**src/rtl/usr_seq_ctrl_if.sv**
```systemverilog
// Command handshake bundle between a command source and the shift-register sequencer.
interface usr_seq_ctrl_if #(
  parameter int unsigned WIDTH = 4,
  parameter int unsigned CNT_W = 3
);
  logic             CMD_VALID;
  logic             CMD_READY;
  logic [1:0]       CMD;
  logic             CMD_DIR;
  logic [CNT_W-1:0] CMD_COUNT;
  logic [WIDTH-1:0] CMD_DATA;
  logic             CMD_SERIAL;

  modport master (
    output CMD_VALID, CMD, CMD_DIR, CMD_COUNT, CMD_DATA, CMD_SERIAL,
    input  CMD_READY
  );

  modport slave (
    input  CMD_VALID, CMD, CMD_DIR, CMD_COUNT, CMD_DATA, CMD_SERIAL,
    output CMD_READY
  );
endinterface

```
**src/rtl/usr_seq_ctrl.sv**
```systemverilog
// Command sequencer for a 4-bit universal shift register: issues clear, load and
// counted shift/rotate steps as one-cycle update enables on the common clock.
module usr_seq_ctrl #(
  parameter int unsigned WIDTH = 4,
  parameter int unsigned CNT_W = 3
) (
  input  logic             CLK,
  input  logic             RST,
  usr_seq_ctrl_if.slave    cmd_if,
  input  logic             STEP_MODE,
  input  logic             SWITCH,
  input  logic             ABORT,
  input  logic             USR_SERIAL_OUT,
  output logic             USR_CLR,
  output logic             USR_PARALLEL_MODE,
  output logic             USR_SHIFT_RIGHT,
  output logic             USR_SERIAL_INPUT,
  output logic [WIDTH-1:0] USR_PARALLEL_INPUT,
  output logic             USR_STEP,
  output logic             BUSY,
  output logic             DONE,
  output logic [CNT_W-1:0] REMAINING
);

  typedef enum logic [2:0] {
    StIdle  = 3'd0,
    StClr   = 3'd1,
    StLoad  = 3'd2,
    StSwait = 3'd3,
    StShift = 3'd4,
    StDone  = 3'd5
  } state_e;

  state_e           r_state;
  logic             r_step;
  logic             r_clr;
  logic             r_pmode;
  logic             r_done;
  logic             r_busy;
  logic             r_dir;
  logic             r_serial;
  logic             r_rot;
  logic             r_step_mode;
  logic [WIDTH-1:0] r_data;
  logic [CNT_W-1:0] r_rem;
  logic             r_sync1;
  logic             r_sync2;
  logic             r_sync3;
  logic             r_edge;
  logic             w_abort_now;

  // Synchronise the raw switch and register a single-cycle rising-edge flag.
  always_ff @(posedge CLK or negedge RST) begin
    if (!RST) begin
      r_sync1 <= 1'b0;
      r_sync2 <= 1'b0;
      r_sync3 <= 1'b0;
      r_edge  <= 1'b0;
    end else begin
      r_sync1 <= SWITCH;
      r_sync2 <= r_sync1;
      r_sync3 <= r_sync2;
      r_edge  <= r_sync2 & ~r_sync3;
    end
  end

  // Main FSM; outputs for the next state are registered alongside the state.
  always_ff @(posedge CLK or negedge RST) begin
    if (!RST) begin
      r_state     <= StIdle;
      r_step      <= 1'b0;
      r_clr       <= 1'b0;
      r_pmode     <= 1'b0;
      r_done      <= 1'b0;
      r_busy      <= 1'b0;
      r_dir       <= 1'b0;
      r_serial    <= 1'b0;
      r_rot       <= 1'b0;
      r_step_mode <= 1'b0;
      r_data      <= '0;
      r_rem       <= '0;
    end else begin
      r_step  <= 1'b0;
      r_clr   <= 1'b0;
      r_pmode <= 1'b0;
      r_done  <= 1'b0;
      unique case (r_state)
        StIdle: begin
          if (cmd_if.CMD_VALID) begin
            r_dir       <= cmd_if.CMD_DIR;
            r_serial    <= cmd_if.CMD_SERIAL;
            r_rot       <= cmd_if.CMD[0];
            r_step_mode <= STEP_MODE;
            r_data      <= cmd_if.CMD_DATA;
            r_busy      <= 1'b1;
            case (cmd_if.CMD)
              2'b00: begin
                r_state <= StClr;
                r_clr   <= 1'b1;
                r_step  <= 1'b1;
              end
              2'b01: begin
                r_state <= StLoad;
                r_pmode <= 1'b1;
                r_step  <= 1'b1;
              end
              default: begin
                r_rem <= cmd_if.CMD_COUNT;
                if (cmd_if.CMD_COUNT == '0) begin
                  r_state <= StDone;
                  r_done  <= 1'b1;
                end else if (STEP_MODE) begin
                  r_state <= StSwait;
                end else begin
                  r_state <= StShift;
                  r_step  <= 1'b1;
                end
              end
            endcase
          end
        end
        StClr, StLoad: begin
          r_state <= StDone;
          r_done  <= 1'b1;
        end
        StSwait: begin
          if (ABORT) begin
            r_state <= StIdle;
            r_busy  <= 1'b0;
            r_rem   <= '0;
          end else if (r_edge) begin
            r_state <= StShift;
            r_step  <= 1'b1;
          end
        end
        StShift: begin
          if (ABORT) begin
            r_state <= StIdle;
            r_busy  <= 1'b0;
            r_rem   <= '0;
          end else begin
            r_rem <= r_rem - CNT_W'(1);
            if (r_rem == CNT_W'(1)) begin
              r_state <= StDone;
              r_done  <= 1'b1;
            end else if (r_step_mode) begin
              r_state <= StSwait;
            end else begin
              r_step <= 1'b1;
            end
          end
        end
        StDone: begin
          r_state <= StIdle;
          r_busy  <= 1'b0;
          r_rem   <= '0;
        end
        default: begin
          r_state <= StIdle;
          r_busy  <= 1'b0;
        end
      endcase
    end
  end

  // An abort landing in a shift cycle must suppress that cycle's register update.
  assign w_abort_now = ABORT && (r_state == StShift);

  // Output decode: ready follows reset release immediately; rotate feeds back combinationally.
  always_comb begin
    cmd_if.CMD_READY   = RST && (r_state == StIdle);
    USR_STEP           = r_step & ~w_abort_now;
    USR_CLR            = r_clr;
    USR_PARALLEL_MODE  = r_pmode;
    USR_SHIFT_RIGHT    = r_dir;
    USR_PARALLEL_INPUT = r_data;
    USR_SERIAL_INPUT   = 1'b0;
    if (r_state == StShift) begin
      USR_SERIAL_INPUT = r_rot ? USR_SERIAL_OUT : r_serial;
    end
    BUSY      = r_busy;
    DONE      = r_done;
    REMAINING = r_rem;
  end

endmodule

```
**src/flat_wrapper.sv**
```systemverilog
// flat-port wrapper written by rule: the top's interface ports become plain ports
module usr_seq_ctrl_flat 
#(
  parameter int unsigned WIDTH = 4,
  parameter int unsigned CNT_W = 3
)
  (CLK, RST, STEP_MODE, SWITCH, ABORT, USR_SERIAL_OUT, USR_CLR, USR_PARALLEL_MODE, USR_SHIFT_RIGHT, USR_SERIAL_INPUT, USR_PARALLEL_INPUT, USR_STEP, BUSY, DONE, REMAINING, cmd_if_CMD_VALID, cmd_if_CMD, cmd_if_CMD_DIR, cmd_if_CMD_COUNT, cmd_if_CMD_DATA, cmd_if_CMD_SERIAL, cmd_if_CMD_READY);
  usr_seq_ctrl_if #(.WIDTH(WIDTH), .CNT_W(CNT_W)) cmd_if_i ();
  input  logic CLK;
  input  logic RST;
  input  logic STEP_MODE;
  input  logic SWITCH;
  input  logic ABORT;
  input  logic USR_SERIAL_OUT;
  output logic USR_CLR;
  output logic USR_PARALLEL_MODE;
  output logic USR_SHIFT_RIGHT;
  output logic USR_SERIAL_INPUT;
  output logic [WIDTH-1:0] USR_PARALLEL_INPUT;
  output logic USR_STEP;
  output logic BUSY;
  output logic DONE;
  output logic [CNT_W-1:0] REMAINING;
  input wire logic [$bits(cmd_if_i.CMD_VALID)-1:0] cmd_if_CMD_VALID;
  input wire logic [$bits(cmd_if_i.CMD)-1:0] cmd_if_CMD;
  input wire logic [$bits(cmd_if_i.CMD_DIR)-1:0] cmd_if_CMD_DIR;
  input wire logic [$bits(cmd_if_i.CMD_COUNT)-1:0] cmd_if_CMD_COUNT;
  input wire logic [$bits(cmd_if_i.CMD_DATA)-1:0] cmd_if_CMD_DATA;
  input wire logic [$bits(cmd_if_i.CMD_SERIAL)-1:0] cmd_if_CMD_SERIAL;
  output wire logic [$bits(cmd_if_i.CMD_READY)-1:0] cmd_if_CMD_READY;
  assign cmd_if_i.CMD_VALID = cmd_if_CMD_VALID;
  assign cmd_if_i.CMD = cmd_if_CMD;
  assign cmd_if_i.CMD_DIR = cmd_if_CMD_DIR;
  assign cmd_if_i.CMD_COUNT = cmd_if_CMD_COUNT;
  assign cmd_if_i.CMD_DATA = cmd_if_CMD_DATA;
  assign cmd_if_i.CMD_SERIAL = cmd_if_CMD_SERIAL;
  assign cmd_if_CMD_READY = cmd_if_i.CMD_READY;
  usr_seq_ctrl #(.WIDTH(WIDTH), .CNT_W(CNT_W)) u_core (.CLK(CLK), .RST(RST), .cmd_if(cmd_if_i), .STEP_MODE(STEP_MODE), .SWITCH(SWITCH), .ABORT(ABORT), .USR_SERIAL_OUT(USR_SERIAL_OUT), .USR_CLR(USR_CLR), .USR_PARALLEL_MODE(USR_PARALLEL_MODE), .USR_SHIFT_RIGHT(USR_SHIFT_RIGHT), .USR_SERIAL_INPUT(USR_SERIAL_INPUT), .USR_PARALLEL_INPUT(USR_PARALLEL_INPUT), .USR_STEP(USR_STEP), .BUSY(BUSY), .DONE(DONE), .REMAINING(REMAINING));
endmodule
```
**config.mk**
```make
export PLATFORM = sky130hd
export DESIGN_NAME = usr_seq_ctrl_flat
export DESIGN_NICKNAME = d
export VERILOG_FILES = /design/src/rtl/usr_seq_ctrl_if.sv /design/src/rtl/usr_seq_ctrl.sv /design/src/flat_wrapper.sv
export SDC_FILE = /design/constraint.sdc
export NUM_CORES = 1
export LEC_CHECK = 0
export ABC_CLOCK_PERIOD_IN_PS = 2100
export CAP_MARGIN = 20
export CORE_MARGIN = 4
export CORE_UTILIZATION = 46
export CTS_CLUSTER_DIAMETER = 200
export DETAILED_ROUTE_END_ITERATION = 8
export PLACE_DENSITY = 0.84
export SLEW_MARGIN = 20
export SYNTH_ARGS = -nofsm -noshare
export SYNTH_HDL_FRONTEND = slang
export SYNTH_SLANG_ARGS = --single-unit
```
**constraint.sdc**
```tcl
create_clock -name CLK -period 2.1 [get_ports CLK]
set_clock_uncertainty 0.05 [all_clocks]
set_input_delay 0.315 -clock CLK [delete_from_list [all_inputs] [get_ports CLK]]
set_output_delay 0.315 -clock CLK [all_outputs]
set_load 0.05 [all_outputs]
```
==> results.tsv, run 1 <==
metric	value	unit
status	finished clean	
synth-compound-area-share	0.1592	
grt_max_degree	24	
ys_ff_latch	23	
critPathKind	flop to output port	
ys_seq_area_frac	0.5016	
dieHeight	57.94	um
cts_buffers	3	
synth_xor_area_frac	0.007634	
fin_ws	0.08149	ns
holdBufCountCts	0	
path_max_fanout	11	
ir_worst_vdd	1.323	mV
syn_avg_cell_area	9.253	um2
cp.required	1.74	ns
grt_pass1_vias	1072	
synth-main-ff-cell	dfrtp_1	
diodes	0	
stdcell_count	185	
vias	1055	
largest_reg_flops	4	
drtIter0Drc	52	
pin_count	33	
via_per_inst	5.703	
synthAdderAreaFrac	0.02181	
worst_pin_slew	0.5365	ns
setup_viol	0	
syn-num-nets	144	
drt_pass1_iterations	4	
worstSetupStartpointType	flop	
ant_nets	0	
area_delta_synth_final	36.31	%
clock_latency	0.32	ns
final_hold_viol_count	0	
grt_pass1_wl	4719	um
start_util	0.4995	
worstSetupEndpointType	output port	
synth_mux_area_frac	0.03708	
die-area	3357	um2
slew_headroom	0.6396	
synth_top_family_by_area	simple AND/OR/NAND/NOR gates	
cts_tree	done	
coreArea	2297	um2
ys_warn_count	0	
drc_errors	0	
max_freq	0.4954	GHz
cts_root_buffer	clkbuf_4	
rsz0062_at_grt	no	
htreeDepth	1	
final_nets	178	
die_w	57.94	um
totalWireLength	2812	um
wl_per_cell	15.20	um
dp_slack	0.08886	ns
fillers	173	
tns	0	ns
layout_commonest_cell	clkdlybuf4s50_1	
synth_cell_types	37	
min_period	2.019	ns
drive_gt1_frac	0.1210	
place_hpwl	2166	um
leakagePower	0.0007099	uW
final-max-slew-violation-count	0	
arrival	1.65	ns
multi_input_area	515.5	um2
place.gp.congestion	0.9339	
cellPowerDensity	1488	nW/um2
syn_area	1147	um2
holdCritPathClass	flop to flop	
period_share	0.9612	
drv_cap	0	
synth-simple-area-share	0.2192	
final_cell_mix	clkdlybuf4s50_1 (29), nand2_1 (27), dfrtp_1 (22)	
dp_cells	181	
grt_antenna_before_repair	0	
synth_edf_count	0	
path_clk_slew	0.13	ns
synthCells	124	
clock_path_buffers	2	
cts_sinks	23	
async_flop_share	1.000	
io_buffers	32	
register_area	576.8	um2
gr-total-overflow	0	
num_rows	17	
grt_usage	0.1803	
[synthesized netlist by cell type (all sizes together), types with 2 or more instances]
| cell | n | area share |
|---|---|---|
| inv | 9 | 0.029 |
| nand2b | 3 | 0.016 |
| mux2i | 2 | 0.017 |
| ha | 2 | 0.022 |
| buf | 2 | 0.011 |
| a21oi | 4 | 0.017 |
| nor2 | 5 | 0.016 |
| nor3 | 3 | 0.013 |
| o2bb2ai | 2 | 0.015 |
| nor2b | 2 | 0.011 |
| o21ai | 8 | 0.038 |
| a31o | 2 | 0.015 |
| nand3 | 3 | 0.013 |
| clkbuf | 4 | 0.013 |
| and3 | 2 | 0.011 |
| nand2 | 27 | 0.088 |
| a31oi | 2 | 0.011 |
| mux2 | 2 | 0.020 |
| o22ai | 3 | 0.016 |
| dfrtp | 23 | 0.50 |
[cell type report]
class,count,area share
flip-flops and latches,23,0.3688
clock inverters,1,0.004800
repair buffers,35,0.2384
multi-input cells,86,0.3296
inverters,9,0.02160
well taps,28,0.02240
clock buffers,3,0.01440
[timing repair]
action                     in CTS  in global routing
resized for setup               0                  1
buffers inserted                0                  0
setup endpoints to repair       0                  1
[path summary, 6_finish.rpt]
check / from / to / slack [ns] / depth (start not counted)
max reg2reg: u_core.r_state[0] / u_core.r_state[0] / 0.29 / 4
min reg2reg: u_core.r_sync1 / u_core.r_sync2 / 0.32 / 0
max in group asynchronous: RST / u_core.r_state[1] / 1.43 / 2
max: u_core.r_state[0] / USR_SERIAL_INPUT / 0.08 / 3
min: u_core.r_sync1 / u_core.r_sync2 / 0.32 / 0
min in group asynchronous: RST / u_core.REMAINING[2] / 0.34 / 2
[logic make-up after synthesis]
family / count (synthesis)
and+or+nand+nor: 52
AOI/OAI and AO/OA: 27
DFF: 23
buffers and inverters: 15
muxes: 4
adders and majority gates: 2
xor gates and xnor gates: 1
[routing by layer]
layer,track usage,part of all wire,up-vias
li1,-,-,493
met1,0.2135,0.35,490
met2,0.3016,0.53,62
met3,0.06682,0.10,10
met4,0.05960,0.022,0
met5,0,0,-
[metrics by stage]
| step | total power (uW) | hold slack [ns] | util | cell area (um2) |
|---|---|---|---|---|
| after global placement | 2064 | 0.2879 | 0.6672 | 1533 |
| final | 2327 | 0.3178 | 0.6808 | 1564 |
| after global routing | 2476 | 0.3416 | 0.6808 | 1564 |
| after detailed placement | 2124 | 0.2896 | 0.6672 | 1533 |
| after floorplan | 1666 | -0.03059 | - | 1152 |
| after CTS | 2338 | 0.3218 | 0.6803 | 1563 |
[where the power goes]
group | leakage, uW | switching, uW | internal, uW | total (uW)
logic | 0.000410 | 821 | 534 | 1360
clock network | 0.0000139 | 138 | 72.9 | 211
registers | 0.000286 | 156 | 605 | 760
[worst max-delay path: stages, from the launching register on]
cell	delay, ns
dfrtp_1	0.53
or2_2	0.38
nor3_2	0.25
buf_12	0.17
Power figures use the tool's default switching activity.
==> run 2: changes to the inputs <==
--- a/config.mk
+++ b/config.mk
@@ -7,7 +7,6 @@
 export LEC_CHECK = 0
 export ABC_CLOCK_PERIOD_IN_PS = 2100
 export CAP_MARGIN = 20
-export CORE_MARGIN = 4
 export CORE_UTILIZATION = 46
 export CTS_CLUSTER_DIAMETER = 200
 export DETAILED_ROUTE_END_ITERATION = 8
==> constraint.sdc (replaced) <==
create_clock -name CLK -period 2.1 [get_ports CLK]
set_clock_uncertainty 0.05 [all_clocks]
set_input_delay 0.315 -clock CLK [delete_from_list [all_inputs] [get_ports CLK]]
set_output_delay 0.315 -clock CLK [all_outputs]
set_load 0.1 [all_outputs]
==> run 2 against run 1 <==
Flip-flop and latch count unchanged; setup slack better by 0.0031 ns; final cell count unchanged; non-clock buffer count unchanged; via count down 2.4%; critical endpoint unchanged; fmax up 0.16%; cell area down 0.56%; global-route usage up 3.8 points; core utilization up 0.25 points; sequential share of layout area up 0.21 points; first-iteration DRC count down 67%.
==> results.tsv, run 2 (synthesized netlist as in run 1, its figures left out) <==
metric	value	unit	change
grt_pass1_vias	1004		-6.3%
cts_sinks	23		unchanged
clock_path_buffers	2		unchanged
period_share	0.9597		-0.001496
die_w	51.94	um	-10%
area_delta_synth_final	35.55	%	
htreeDepth	1		unchanged
critPathSlowestCell	dfrtp_1		
place_hpwl	1951	um	-9.9%
drc_errors	0		unchanged
holdCritPathClass	flop to flop		
placed_cell_area	1525	um2	-0.49%
postCtsSetupBuffers	0		unchanged
max_freq	0.4962	GHz	+0.16%
totalWireLength	2502	um	-11%
coreArea	2276	um2	-0.93%
worst-path-buf-inv	1		unchanged
diodes	0		unchanged
wl_per_cell	13.52	um	-11%
path_clk_slew	0.12	ns	about the same
num_rows	17		unchanged
crit_family	simple AND/OR/NAND/NOR gates		
wl_met2	1298	um	-13%
whs	0.3222	ns	+0.004449 ns
grt_antenna_before_repair	0		unchanged
final-max-slew-violation-count	0		unchanged
drt_pass1_iterations	4		unchanged
slew_headroom	0.6737		+0.03416
setup_viol	0		unchanged
min_period	2.015	ns	-0.003142 ns
arrival	1.65	ns	about the same
grt_pass1_wl	4326	um	-8.3%
drive_gt1_frac	0.2102		+0.08917
tns	0	ns	unchanged
slowest_delay	0.55	ns	+0.02 ns
layout_commonest_cell	nand2_1		
pin_count	33		unchanged
critPathKind	flop to output port		
cts_buffers	3		unchanged
place.gp.congestion	0.8926		-4.4%
die-area	2698	um2	-20%
final_hold_viol_count	0		unchanged
worstSetupEndpointType	output port		
largest_reg_flops	4		unchanged
cts_tree	done		
grt_max_degree	24		unchanged
worst_pin_slew	0.4857	ns	-0.05085 ns
status	finished clean		
start_util	0.5041		+0.004668
crit_chain	or2_2 -> nor3_4 -> buf_12		
holdBufCountCts	0		unchanged
io_buffers	32		unchanged
drv_cap	0		unchanged
drtIter0Drc	17		-67%
cts_root_buffer	clkbuf_4		
grt_usage	0.2183		+0.03801
top_layer	met4		
wl_met3	102	um	-64%
dieHeight	51.94	um	-10%
final_nets	178		unchanged
vias	1030		-2.4%
rsz0062_at_grt	no		
gr-total-overflow	0		unchanged
final_area	1555	um2	-0.56%
worstSetupStartpointType	flop		
final_cell_mix	nand2_1 (27), dfrtp_1 (22), clkdlybuf4s50_1 (17)		
via_per_inst	5.568		-2.4%
ant_nets	0		unchanged
cp.required	1.74	ns	about the same
wl_met1	1052	um	+7.2%
path_max_fanout	12		+1
clock_latency	0.30	ns	-0.02 ns
cts_resized	0		unchanged
==> run 2: path summary, 6_finish.rpt <==
path | start | endpoint | slack (ns) | cells after the start
min | u_core.r_sync1 | u_core.r_sync2 | 0.32 | 0
max in group asynchronous | RST | u_core.REMAINING[1] | 1.41 | 2
min in group asynchronous | RST | u_core.BUSY | 0.34 | 2
max | u_core.r_state[1] | USR_SERIAL_INPUT | 0.08 | 3
max reg2reg | u_core.r_state[1] | u_core.r_state[0] | 0.28 | 4
min reg2reg | u_core.r_sync1 | u_core.r_sync2 | 0.32 | 0
==> run 2: layer usage <==
layer,vias to the layer above,global-route usage
li1,500,-
met4,0,0.08108
met5,-,0
met1,491,0.2703
met3,6,0.03801
met2,33,0.3761
==> run 2: stage by stage <==
stage          std cells    util  worst slack [ns]
2_1_floorplan        124       -           0.01030
3_3_place_gp         181  0.6701            0.1104
3_5_place_dp         181  0.6701           0.07822
4_1_cts              185  0.6822          0.009182
5_1_grt              185  0.6833           0.03237
6_report             185  0.6833           0.08463
==> run 2: cell type report <==
type / instances / area (um2)
fill: 183 / 720.7
clock buffer: 3 / 22.52
timing repair buffer: 35 / 342.8
clock inverter: 1 / 5.005
sequential: 23 / 576.8
tap: 28 / 35.03
multi-input combinational: 86 / 539.3
inverter: 9 / 33.78
Power of run 2 is not shown: default switching activity piles up to over one toggle a cycle in this logic, so the estimate is an artifact.
==> run 3: changes to the inputs <==
--- a/config.mk
+++ b/config.mk
@@ -11,7 +11,6 @@
 export CTS_CLUSTER_DIAMETER = 200
 export DETAILED_ROUTE_END_ITERATION = 8
 export PLACE_DENSITY = 0.84
-export SLEW_MARGIN = 20
 export SYNTH_ARGS = -nofsm -noshare
 export SYNTH_HDL_FRONTEND = slang
 export SYNTH_SLANG_ARGS = --single-unit
==> results of run 3 <==
The final DEF is identical to that of run 2; final timing and power are the same.
Power of run 3 is left out for the same reason.
